===== src/rtl/axis_port_arbiter.sv =====
// rtl/axis_port_arbiter.sv - packet-granular round-robin arbiter with a one-entry registered AXIS output slice
module axis_port_arbiter #(
    parameter int NUM_IN = 5,
    parameter int DATA_W = 32,
    parameter int ID_W   = 2,
    parameter int DEST_W = 4
) (
    input  logic                       clk_noc,
    input  logic                       rst,
    input  logic [NUM_IN-1:0]          in_tvalid,
    output logic [NUM_IN-1:0]          in_tready,
    input  logic [NUM_IN*DATA_W-1:0]   in_tdata,
    input  logic [NUM_IN-1:0]          in_tlast,
    input  logic [NUM_IN*ID_W-1:0]     in_tid,
    input  logic [NUM_IN*DEST_W-1:0]   in_tdest,
    output logic                       out_tvalid,
    input  logic                       out_tready,
    output logic [DATA_W-1:0]          out_tdata,
    output logic                       out_tlast,
    output logic [ID_W-1:0]            out_tid,
    output logic [DEST_W-1:0]          out_tdest,
    output logic [NUM_IN-1:0]          grant,
    output logic                       busy
);

    localparam int IDX_W = (NUM_IN > 1) ? $clog2(NUM_IN) : 1;

    typedef enum logic {
        IDLE   = 1'b0,
        LOCKED = 1'b1
    } state_t;

    state_t              state_q, state_d;
    logic [IDX_W-1:0]    rr_ptr_q, rr_ptr_d;
    logic [IDX_W-1:0]    owner_q, owner_d;
    logic [NUM_IN-1:0]   grant_q, grant_d;
    logic                out_tvalid_q, out_tvalid_d;
    logic [DATA_W-1:0]   out_tdata_q, out_tdata_d;
    logic                out_tlast_q, out_tlast_d;
    logic [ID_W-1:0]     out_tid_q, out_tid_d;
    logic [DEST_W-1:0]   out_tdest_q, out_tdest_d;

    logic                win_found;
    logic [IDX_W-1:0]    win_idx;
    logic [IDX_W-1:0]    cand;
    logic                slice_ready;
    logic                accept;
    logic [DATA_W-1:0]   sel_tdata;
    logic                sel_tlast;
    logic [ID_W-1:0]     sel_tid;
    logic [DEST_W-1:0]   sel_tdest;

    // First requester after the previous owner, wrapping around.
    always_comb begin
        win_found = 1'b0;
        win_idx   = '0;
        cand      = '0;
        for (int k = 1; k <= NUM_IN; k++) begin
            cand = IDX_W'((int'(rr_ptr_q) + k) % NUM_IN);
            if (!win_found && in_tvalid[cand]) begin
                win_found = 1'b1;
                win_idx   = cand;
            end
        end
    end

    always_comb begin
        slice_ready = !out_tvalid_q || out_tready;
        in_tready   = (state_q == LOCKED && slice_ready) ? grant_q : '0;
        accept      = |(in_tvalid & in_tready);
        sel_tdata   = in_tdata[int'(owner_q)*DATA_W +: DATA_W];
        sel_tlast   = in_tlast[owner_q];
        sel_tid     = in_tid[int'(owner_q)*ID_W +: ID_W];
        sel_tdest   = in_tdest[int'(owner_q)*DEST_W +: DEST_W];
    end

    always_comb begin
        state_d      = state_q;
        rr_ptr_d     = rr_ptr_q;
        owner_d      = owner_q;
        grant_d      = grant_q;
        out_tvalid_d = out_tvalid_q;
        out_tdata_d  = out_tdata_q;
        out_tlast_d  = out_tlast_q;
        out_tid_d    = out_tid_q;
        out_tdest_d  = out_tdest_q;

        case (state_q)
            IDLE: begin
                if (win_found) begin
                    state_d          = LOCKED;
                    owner_d          = win_idx;
                    grant_d          = '0;
                    grant_d[win_idx] = 1'b1;
                end
            end
            LOCKED: begin
                if (accept && sel_tlast) begin
                    state_d  = IDLE;
                    rr_ptr_d = owner_q;
                    grant_d  = '0;
                end
            end
            default: state_d = IDLE;
        endcase

        // A load wins over a drain so take-and-load keeps the slice full.
        if (accept) begin
            out_tvalid_d = 1'b1;
            out_tdata_d  = sel_tdata;
            out_tlast_d  = sel_tlast;
            out_tid_d    = sel_tid;
            out_tdest_d  = sel_tdest;
        end else if (out_tvalid_q && out_tready) begin
            out_tvalid_d = 1'b0;
        end
    end

    always_ff @(posedge clk_noc) begin
        if (rst) begin
            state_q      <= IDLE;
            rr_ptr_q     <= IDX_W'(NUM_IN - 1);
            owner_q      <= '0;
            grant_q      <= '0;
            out_tvalid_q <= 1'b0;
            out_tdata_q  <= '0;
            out_tlast_q  <= 1'b0;
            out_tid_q    <= '0;
            out_tdest_q  <= '0;
        end else begin
            state_q      <= state_d;
            rr_ptr_q     <= rr_ptr_d;
            owner_q      <= owner_d;
            grant_q      <= grant_d;
            out_tvalid_q <= out_tvalid_d;
            out_tdata_q  <= out_tdata_d;
            out_tlast_q  <= out_tlast_d;
            out_tid_q    <= out_tid_d;
            out_tdest_q  <= out_tdest_d;
        end
    end

    assign out_tvalid = out_tvalid_q;
    assign out_tdata  = out_tdata_q;
    assign out_tlast  = out_tlast_q;
    assign out_tid    = out_tid_q;
    assign out_tdest  = out_tdest_q;
    assign grant      = grant_q;
    assign busy       = (state_q == LOCKED);

endmodule


===== config.mk =====
export PLATFORM = sky130hd
export DESIGN_NAME = axis_port_arbiter
export DESIGN_NICKNAME = d
export VERILOG_FILES = /design/src/rtl/axis_port_arbiter.sv
export SDC_FILE = /design/constraint.sdc
export NUM_CORES = 1
export LEC_CHECK = 0
export CAP_MARGIN = 10
export CORE_MARGIN = 8
export CORE_UTILIZATION = 46
export CTS_BUF_LIST = sky130_fd_sc_hd__clkbuf_2
export CTS_CLUSTER_SIZE = 30
export DETAILED_ROUTE_END_ITERATION = 16
export PLACE_DENSITY = 0.89
export SYNTH_ARGS = -nofsm -noshare
export SYNTH_HDL_FRONTEND = slang
export SYNTH_SLANG_ARGS = --single-unit
export TNS_END_PERCENT = 10

===== constraint.sdc =====
create_clock -name clk_noc -period 10.99 [get_ports clk_noc]
set_clock_uncertainty 0.1 [all_clocks]
set_input_delay 1.6485 -clock clk_noc [delete_from_list [all_inputs] [get_ports clk_noc]]
set_output_delay 1.6485 -clock clk_noc [all_outputs]
set_load 0.01 [all_outputs]

## Word-level counts from Yosys, hierarchy flattened

Cells that the tools add are included.

| storage, ports and cells | value |
|---|---|
| logic and storage cells | 86 |
| register bits after elaboration | 52 |

| operators by class | value |
|---|---|
| bitwise logic cells | 2 |
| muxes and demuxes | 33 |
| reduce and logical (&&, ||, !) cells | 19 |
| add/sub/neg operators | 5 |
| order comparisons | 8 |
| divide/modulo/power cells | 5 |
| equality and inequality tests | 2 |
| shifts and indexed selects | 3 |

Operator list:

| kind | count |
|---|---|
| $mod 32x4->32 const B | 5 |
| $shiftx 160x9->32 | 1 |
| $lt 3x4->1 const B | 7 |
| $shiftx 20x6->4 | 1 |
| $bmux 1 s3 | 6 |
| $mux 1 | 16 |
| $mux 3 | 5 |
| $mux 5 | 3 |
| $pmux 5 s2 | 1 |
| $shiftx 10x5->2 | 1 |
| $add 3x2->4 const B | 2 |
| $add 3x3->4 const B | 2 |
| $logic_and 1x1->1 | 8 |
| $reduce_and 2->1 | 3 |
| $and 5x5->5 | 1 |
| $logic_not 1->1 | 5 |
| $reduce_or 5->1 | 1 |
| $add 3x1->4 const B | 1 |
| $demux 1 s3 | 1 |
| $ge 3x1->1 const B | 1 |
| $ne 2x1->1 const B | 1 |
| $ne 2x2->1 const B | 1 |
| $pmux 1 s2 | 1 |
| $reduce_bool 2->1 | 1 |
| other kinds (2) | 2 |

## Logic depth before layout (Yosys ltp)

Gate-level depths: netlist (run 1).

| depth | value |
|---|---|
| depth in word-level cells | 23 |
| mapped depth | 22 |
| gate-level depth less buffers | 19 |

## Least setup slack after synthesis (run 1)

No wires, ideal clock.

| path | value |
|---|---|
| kind | register -> register |
| start point | reg rr_ptr_q[0] |
| end point | reg grant_q[0] (netlist: grant[0]) |
| setup time | 117 ps |
| arrival | 5272 ps |
| stages on the path, launching flop included | 18 |
| setup slack | 5501 ps |
| buffers on the path | 3 |
| cell sequence | dfxtp_1 buf_2 buf_1 clkbuf_1 inv_1 ha_1 ha_1 nor2_1 a211oi_2 xnor2_4 ha_1 or2b_2 a2111oi_4 mux4_2 a211oi_2 nand4_2 o221a_1 a32o_1 |

| between the ends | value |
|---|---|
| cells in the longest elaborated chain, start to end | 23 |
| elaborated cells on any way between the ends | 47 |
| those cells by class | add/sub: 5; div: 5; order compare: 2; eq/ne: 1; mux: 24; reduce/logical: 10 |

Ends and longest elaborated chain:

| element | line | text |
|---|---|---|
| from (decl) | 34 | `logic [IDX_W-1:0] rr_ptr_q, rr_ptr_d;` |
| from (signal assigned) | 122 | `rr_ptr_q <= IDX_W'(NUM_IN - 1);` |
| from (signal assigned) | 132 | `rr_ptr_q <= rr_ptr_d;` |
| $add 3x1->4 | 59 | `cand = IDX_W'((int'(rr_ptr_q) + k) % NUM_IN);` |
| $mod 32x4->32 | 59 |  |
| $bmux 1 s3 | 60 | `if (!win_found && in_tvalid[cand]) begin` |
| $mux 1 (not written as such) | 60 |  |
| $mux 1 | 60 |  |
| $logic_not 1->1 | 60 |  |
| $logic_and 1x1->1 | 60 |  |
| $mux 1 | 60 |  |
| [... 7 more ...] | - |  |
| $logic_and 1x1->1 | 60 |  |
| $mux 3 | 60 |  |
| $lt 3x4->1 (not written as such) or $ge 3x1->1 (tied branches) | 94 | `grant_d[win_idx] = 1'b1;` |
| $logic_and 1x1->1 (not written as such) | 94 |  |
| $mux 1 (not written as such) | 94 |  |
| $demux 1 s3 | 94 |  |
| $mux 5 | 90 | `if (win_found) begin` |
| $pmux 5 s2 | 88 | `case (state_q)` |
| to (signal assigned) | 134 | `grant_q <= grant_d;` |
| to (decl) | 36 | `logic [NUM_IN-1:0] grant_q, grant_d;` |

Several ways; a longest one is shown, not always the timed one. The select of a mux whose other input is x is not followed.
A chain may end at the register's enable or synchronous reset.

## Worst setup path after layout (run 1)

| path | value |
|---|---|
| start point | reg rr_ptr_q[0] |
| end point | reg grant_q[4] (netlist: grant[4]) |

The elaborated chain is that of the path after synthesis.

==> results of run 1 <==
-- cell usage after synthesis (4+ instances only) --
| master | instances |
|---|---|
| inv_1 | 60 |
| dfxtp_1 | 52 |
| mux4_2 | 41 |
| a211oi_1 | 40 |
| a221oi_1 | 38 |
| clkbuf_1 | 32 |
| ha_1 | 28 |
| nand2_1 | 20 |
| a21oi_1 | 18 |
| nor2_1 | 15 |
| mux2i_1 | 13 |
| o21ai_0 | 13 |
| nand3_1 | 11 |
| and3_1 | 8 |
| a21oi_2 | 7 |
| nor3_1 | 7 |
| nor4_1 | 6 |
| buf_1 | 5 |
| nand2b_1 | 5 |
| xnor2_1 | 5 |
| a211o_1 | 4 |
| a22oi_1 | 4 |
| clkbuf_8 | 4 |
| nand3b_1 | 4 |
| o21a_1 | 4 |
| o21bai_1 | 4 |
| o31ai_1 | 4 |
| or2_2 | 4 |
-- critical path: cells and delay by family (launching register included) --
| family | cells | cell delay, ns |
|---|---|---|
| AO/OA/AOI/OAI | 5 | 1.71 |
| XOR/XNOR | 1 | 0.20 |
| adder cells (fa/ha/maj) | 3 | 1.32 |
| buffers and inverters | 2 | 0.50 |
| flip-flops | 1 | 0.38 |
| multiplexers | 1 | 0.60 |
| AND/OR/NAND/NOR | 4 | 0.82 |
-- metal layers --
metal / part of all wire (%) / vias to the layer above / track usage [%]
met4: 2.7 / 0 / 7.54
met2: 52 / 276 / 47.8
li1: - / 2554 / -
met5: 0 / - / 0
met1: 38 / 2723 / 32.0
met3: 7.9 / 42 / 6.99
-- cell type report --
cell class                      count  area (um^2)
Inverter                           64          240
Timing Repair Buffer              260         2580
Antenna cell                        1         2.50
Clock buffer                        5         25.0
Clock inverter                      3         26.3
Multi-Input combinational cell    381         3680
Tap cell                          143          179
Sequential cell                    52         1040
Fill cell                         868         3440
-- worst max-delay path by stage --
stage / slack (ns) / startpoint / to
3_5_place_dp: 5.39 / rr_ptr_q[0]$_SDFFE_PP0P_ / grant[0]$_SDFFE_PP0P_
4_1_cts: 5.33 / rr_ptr_q[0]$_SDFFE_PP0P_ / owner_q[2]$_SDFFE_PP0P_
6_report: 5.33 / rr_ptr_q[0]$_SDFFE_PP0P_ / grant[4]$_SDFFE_PP0P_
3_3_place_gp: 5.54 / rr_ptr_q[0]$_SDFFE_PP0P_ / grant[0]$_SDFFE_PP0P_
5_1_grt: 5.02 / rr_ptr_q[0]$_SDFFE_PP0P_ / owner_q[2]$_SDFFE_PP0P_
2_1_floorplan: 5.50 / rr_ptr_q[0]$_SDFFE_PP0P_ / grant[0]$_SDFFE_PP0P_
-- power groups by stage --
stage | clock network [mW] | logic (mW) | registers [mW]
final | 0.0878 | 0.781 | 0.289
after global routing | 0.0967 | 0.836 | 0.295
after CTS | 0.0897 | 0.778 | 0.287
after detailed placement | 0 | 0.777 | 0.290
after global placement | 0 | 0.751 | 0.288
after floorplan | 0 | 0.466 | 0.303
-- metrics by stage --
step	utilization (%)	area, um^2	instances	setup slack, ns	total power [mW]
2_1_floorplan	-	5200	543	5.50	0.769
4_1_cts	69.3	7780	908	5.33	1.16
6_report	69.3	7780	909	5.33	1.16
3_5_place_dp	68.9	7730	900	5.39	1.07
5_1_grt	69.3	7780	908	5.02	1.23
3_3_place_gp	68.9	7730	900	5.54	1.04
-- registers in the layout, indices dropped and copies added, names as in the netlist --
signal      count
busy            1
grant           5
out_tdata      32
out_tdest       4
out_tid         2
out_tlast       1
out_tvalid      1
owner_q         3
rr_ptr_q        3
-- logic make-up (layout without fill, tap and decap cells) --
family	Yosys count	count (layout)	share of synthesized area [%]
other cells	0	1	0
xor+xnor	8	8	2.00
simple gates	109	109	13.0
compound gates	179	179	28.0
flops	52	52	20.0
buf+inv	110	332	9.15
mux	56	56	20.7
fa+ha+maj	29	29	7.13
-- cells in the final DEF, fill, tap and decap left out, types with 5 or more instances in the layout --
| master | count |
|---|---|
| a21oi_2 | 7 |
| xnor2_1 | 5 |
| a21oi_1 | 18 |
| nand3_1 | 11 |
| clkbuf_2 | 5 |
| a211oi_1 | 40 |
| mux2i_1 | 13 |
| dfxtp_1 | 50 |
| o21ai_0 | 13 |
| nand2_1 | 20 |
| mux4_2 | 41 |
| and3_1 | 8 |
| nor3_1 | 6 |
| a221oi_1 | 38 |
| inv_1 | 60 |
| nor4_1 | 6 |
| clkdlybuf4s50_1 | 252 |
| buf_4 | 7 |
| nand2b_1 | 5 |
| nor2_1 | 15 |
| ha_1 | 28 |
==> flow_metrics.tcl, run 1 <==
set metrics [dict create \
    globalRoute.totalOverflow 0 \
    synthesis.yosys.warnings 0 \
    initial_utilization_pct 46.3 \
    route.antenna.remaining_nets 0 \
    port_buffers 253 \
    power_switching_share_pct 42.4 \
    clock_sinks 52 \
    rsz0062_at_grt "no" \
    syn_to_final_growth_pct 49.7 \
    max_clock_buf_depth 2 \
    largest_net_degree_at_the_start_of_global_routing 79 \
    max_clock_freq_mhz 177 \
    gp_congestion 1.05 \
    yosysUniqueCellTypes 93 \
    p_per_area_nw_per_um2 149 \
    path_cells "buf_4, inv_1, ha_1, ha_1, nor2_1, a211oi_2, xnor2_4, ha_1, or2b_2, a2111oi_4, mux4_2, a211oi_2, nand4_2, o221a_1, nand2b_4, a21oi_2" \
    tritoncts "built" \
    cts.htree.levels 2 \
    die-area_um2 15000 \
    worst_voltage_drop_across_the_vdd_grid_v 0.000171 \
    syn_nets 775 \
    critical_path.reg2reg.startpoint "rr_ptr_q[0]$_SDFFE_PP0P_" \
    ys.flop_type "dfxtp_1" \
    synth.cell_area_um2 5200 \
    grt_pass1_vias 5814 \
    critPathKind "flop to flop" \
    tightestPinTransition_ns 0.851 \
    worst_skew_pair.late_latency_ns 0.49 \
    worst_r2r_endpoint "grant[4]$_SDFFE_PP0P_" \
    number_of_maximum_capacitance_constraint_violations 0 \
    p_sw_mw 0.491 \
    synthDominantAreaCellType "dfxtp_1" \
    synthesis.instances 543 \
    totalNegativeSetupSlack_ns 0 \
    min_delay_worst_endpoint "out_tdata[5]$_SDFFE_PP0P_" \
    critPathMaxStageDelay_ns 0.71 \
    internal_power_mw 0.667 \
    timing.critical_path.from_type "flop" \
    crit_path_top_delay_cell "ha_1" \
    hold_path.startpoint "out_tdata[5]$_SDFFE_PP0P_" \
    syn-mean-instance-area_um2 9.57 \
    post_cts_buffers 0 \
    chipWidth_um 122 \
    clkTransAtPathRegs_ns 0.31 \
    clk_root_buffer_cell "clkbuf_2" \
    grt_antenna_before_repair 0 \
    vias 5595 \
    grt_first_pass_wirelength_um 31800 \
    final_nets 996 \
    synth-edff-count 0 \
    synth.ff_latch_count 52 \
    dpl.hpwl_um 17300 \
    rrSetupSlack_ns 5.33 \
    sequential_element_share_of_the_synthesized_area_pct 20.0 \
    logic_depth_of_the_worst_register_to_register_path 16 \
    hold_bufs_at_cts 0 \
    timing.critical_path.arrival_ns 6.02 \
    final-setup-viol-count 0 \
    share_comb_of_total_power_pct 67.5 \
    ios 254 \
    drt_pre_antenna_iters 5 \
    crit_path_max_fanout 34 \
    path_common_cell "ha_1" \
    power.share.clock_pct 7.6 \
    tritoncts.num_buffers 5 \
    remaining_max_slew_budget_at_the_tightest_pin_pct 43.2 \
    leakage_nw 2.80 \
    final_layout_size_suffix_gt1_share_pct 14.8 \
    dr.first_iter.drc_count 513 \
    dieHeight_um 122 \
    wl_per_cell_um 23.1 \
    floorplan.rows 39 \
    synth.area.top_cells "dfxtp_1 (20%), mux4_2 (18%), ha_1 (6.7%)" \
    layout_min_cycle_time_ns 5.66 \
    hold_slack_ns 0.375 \
    end_kind "flop" \
    viasPerCell 6.16 \
    synth.top_cell.area_share_pct 20.0 \
    core_um2 11200 \
    postRouteWirelength_um 21000 \
    sequential_group_share_of_total_power_pct 24.9 \
    final_max_slew_viol_count 0 \
    outcome "complete, no violations" \
    post-route-period-util_pct 51.5 \
    grt_usage_pct 27.1 \
    post_cts_resize_count 0 \
    required_ns 11.35 \
    holdPathStages 2 \
    residual_drc_count 0 \
    hold_violations 0 \
    synthArstFlopShare_pct 0 \
    timing.hold.worst.class "flop to flop" \
]
No activity file was read; power rests on OpenSTA's default activity.
==> run 2, diff against run 1 <==
- CORE_UTILIZATION: 46 -> 43
- PLACE_DENSITY: 0.89 -> 0.83
- clock period: 10.99 -> 5.8 ns (I/O delays scaled with it)
==> run 2 against run 1 <==
Sequential share of layout area hardly changed; largest cell class unchanged; die area is 6.1% higher; cell count is 0.66% higher; power is 88% higher; critical endpoint is now owner_q[0]$_SDFFE_PP0P_; first-iteration DRC count is 5.7% lower.
==> flow_metrics.tcl, run 2 (synthesized netlist as in run 1, its figures left out) <==
set metrics [dict create \
    dieHeight_um 126 \
    internal_power_mw 1.26 \
    required_ns 6.09 \
    remaining_max_slew_budget_at_the_tightest_pin_pct 50.7 \
    leakage_nw 2.81 \
    final_nets 998 \
    seq_area_um2 1040 \
    share_comb_of_total_power_pct 68.1 \
    final-setup-viol-count 0 \
    dr.first_iter.drc_count 484 \
    tritoncts.num_buffers 5 \
    chipWidth_um 126 \
    drt_pre_antenna_iters 5 \
    p_sw_mw 0.910 \
    totalNegativeSetupSlack_ns 0 \
    postRouteWirelength_um 20800 \
    wl_per_cell_um 22.7 \
    fin_ws_ns 0.432 \
    final_layout_size_suffix_gt1_share_pct 15.0 \
    viasPerCell 6.05 \
    grt_first_pass_wirelength_um 31900 \
    dpl.hpwl_um 17200 \
    hold_violations 0 \
    initial_utilization_pct 43.6 \
    vias 5538 \
    post_cts_buffers 0 \
    tightestPinTransition_ns 0.739 \
    sequential_group_share_of_total_power_pct 25.1 \
    final_common_cell "clkdlybuf4s50_1" \
    residual_drc_count 0 \
    max_clock_freq_mhz 186 \
    timing.critical_path.arrival_ns 5.65 \
    filler_cell_count 928 \
    floorplan.rows 40 \
    core_um2 11900 \
    grt_usage_pct 25.2 \
    fin_cells 915 \
    timing.critical_path.from_type "flop" \
    syn_to_final_growth_pct 50.0 \
    rsz0062_at_grt "no" \
    tritoncts "built" \
    largest_register_ffs 32 \
    clk_root_buffer_cell "clkbuf_2" \
    ios 254 \
    grt_antenna_before_repair 2 \
    route.antenna.remaining_nets 0 \
    crit_path_max_fanout 33 \
    gp_congestion 0.973 \
    number_of_maximum_capacitance_constraint_violations 0 \
    commonest_cells_after_routing_fill_and_taps_aside "clkdlybuf4s50_1 (252), inv_1 (60), dfxtp_1 (50)" \
    layout_min_cycle_time_ns 5.37 \
    multi_input_comb_area_um2 3690 \
    clock_sinks 52 \
    final_max_slew_viol_count 0 \
    worst_skew_pair.late_latency_ns 0.44 \
    port_buffers 253 \
    max_clock_buf_depth 2 \
    die-area_um2 15900 \
    power.share.clock_pct 6.8 \
    preCtsSetupSlack_ns 0.392 \
    power_switching_share_pct 41.9 \
    post_layout_utilization_of_the_core_pct 65.4 \
    placedCellCount 906 \
    clkTransAtPathRegs_ns 0.28 \
    grt_pass1_vias 5813 \
    p_per_area_nw_per_um2 279 \
    worst_voltage_drop_across_the_vdd_grid_v 0.000153 \
    hold_bufs_at_cts 0 \
    end_kind "flop" \
    post-route-period-util_pct 92.6 \
    timing.hold.worst.class "flop to flop" \
    critPathKind "flop to flop" \
    cts.htree.levels 2 \
    outcome "complete, no violations" \
    globalRoute.totalOverflow 0 \
    largest_net_degree_at_the_start_of_global_routing 78 \
]
-- run 2: final cells by class --
class,instances,share of cell area (%)
Sequential cell,52,13.4
Tap cell,147,2.36
Multi-Input combinational cell,381,47.3
Inverter,64,3.08
Clock buffer,6,0.385
Clock inverter,2,0.144
Antenna cell,1,0.0321
Timing Repair Buffer,262,33.3
-- run 2: per-layer routing --
| layer | vias up | GRT usage [%] | routed length, um |
|---|---|---|---|
| met5 | - | 0 | 13 |
| li1 | 2553 | - | - |
| met1 | 2657 | 27.4 | 7610 |
| met2 | 275 | 44.9 | 10600 |
| met3 | 51 | 7.93 | 1880 |
| met4 | 2 | 9.06 | 690 |
-- run 2: power groups by stage --
stage	Combinational, mW	Sequential, mW	Clock, mW
global placement	1.43	0.545	0
CTS	1.48	0.544	0.149
detailed placement	1.47	0.550	0
floorplan	0.884	0.574	0
finish	1.48	0.545	0.147
global route	1.58	0.559	0.169
-- run 2: worst paths after layout --
path | from | end | slack [ns] | depth (start not counted)
worst min-delay path | out_tdata[11]$_SDFFE_PP0P_ | out_tdata[11]$_SDFFE_PP0P_ | 0.38 | 2
worst min register to register | out_tdata[11]$_SDFFE_PP0P_ | out_tdata[11]$_SDFFE_PP0P_ | 0.38 | 2
worst max-delay path | rr_ptr_q[0]$_SDFFE_PP0P_ | owner_q[0]$_SDFFE_PP0P_ | 0.43 | 16
worst max register to register | rr_ptr_q[0]$_SDFFE_PP0P_ | owner_q[0]$_SDFFE_PP0P_ | 0.43 | 16
-- run 2: metrics by stage --
step / hold WS (ns) / cell area (um^2) / total power [mW]
floorplan: 0.348 / 5200 / 1.46
global placement: 0.344 / 7750 / 1.97
detailed placement: 0.349 / 7750 / 2.02
CTS: 0.378 / 7790 / 2.17
global route: 0.388 / 7790 / 2.31
finish: 0.375 / 7790 / 2.17
-- run 2: what timing repair did --
| item | CTS | global route |
|---|---|---|
| hold endpoints to repair | 0 | 0 |
| endpoints found under the setup margin | 0 | 1 |
| resized for setup | 0 | 1 |
-- run 2: critical path, stage by stage, from the launching register on --
cell	delay [ns]
dfxtp_1	0.39
buf_4	0.35
inv_1	0.17
ha_1	0.35
ha_1	0.29
nor2_1	0.14
a211oi_2	0.44
xnor2_4	0.21
ha_1	0.23
or2b_2	0.32
a2111oi_4	0.59
mux4_2	0.60
a211oi_2	0.34
nand4_2	0.21
o211ai_1	0.22
nand3_1	0.18
a21oi_1	0.21
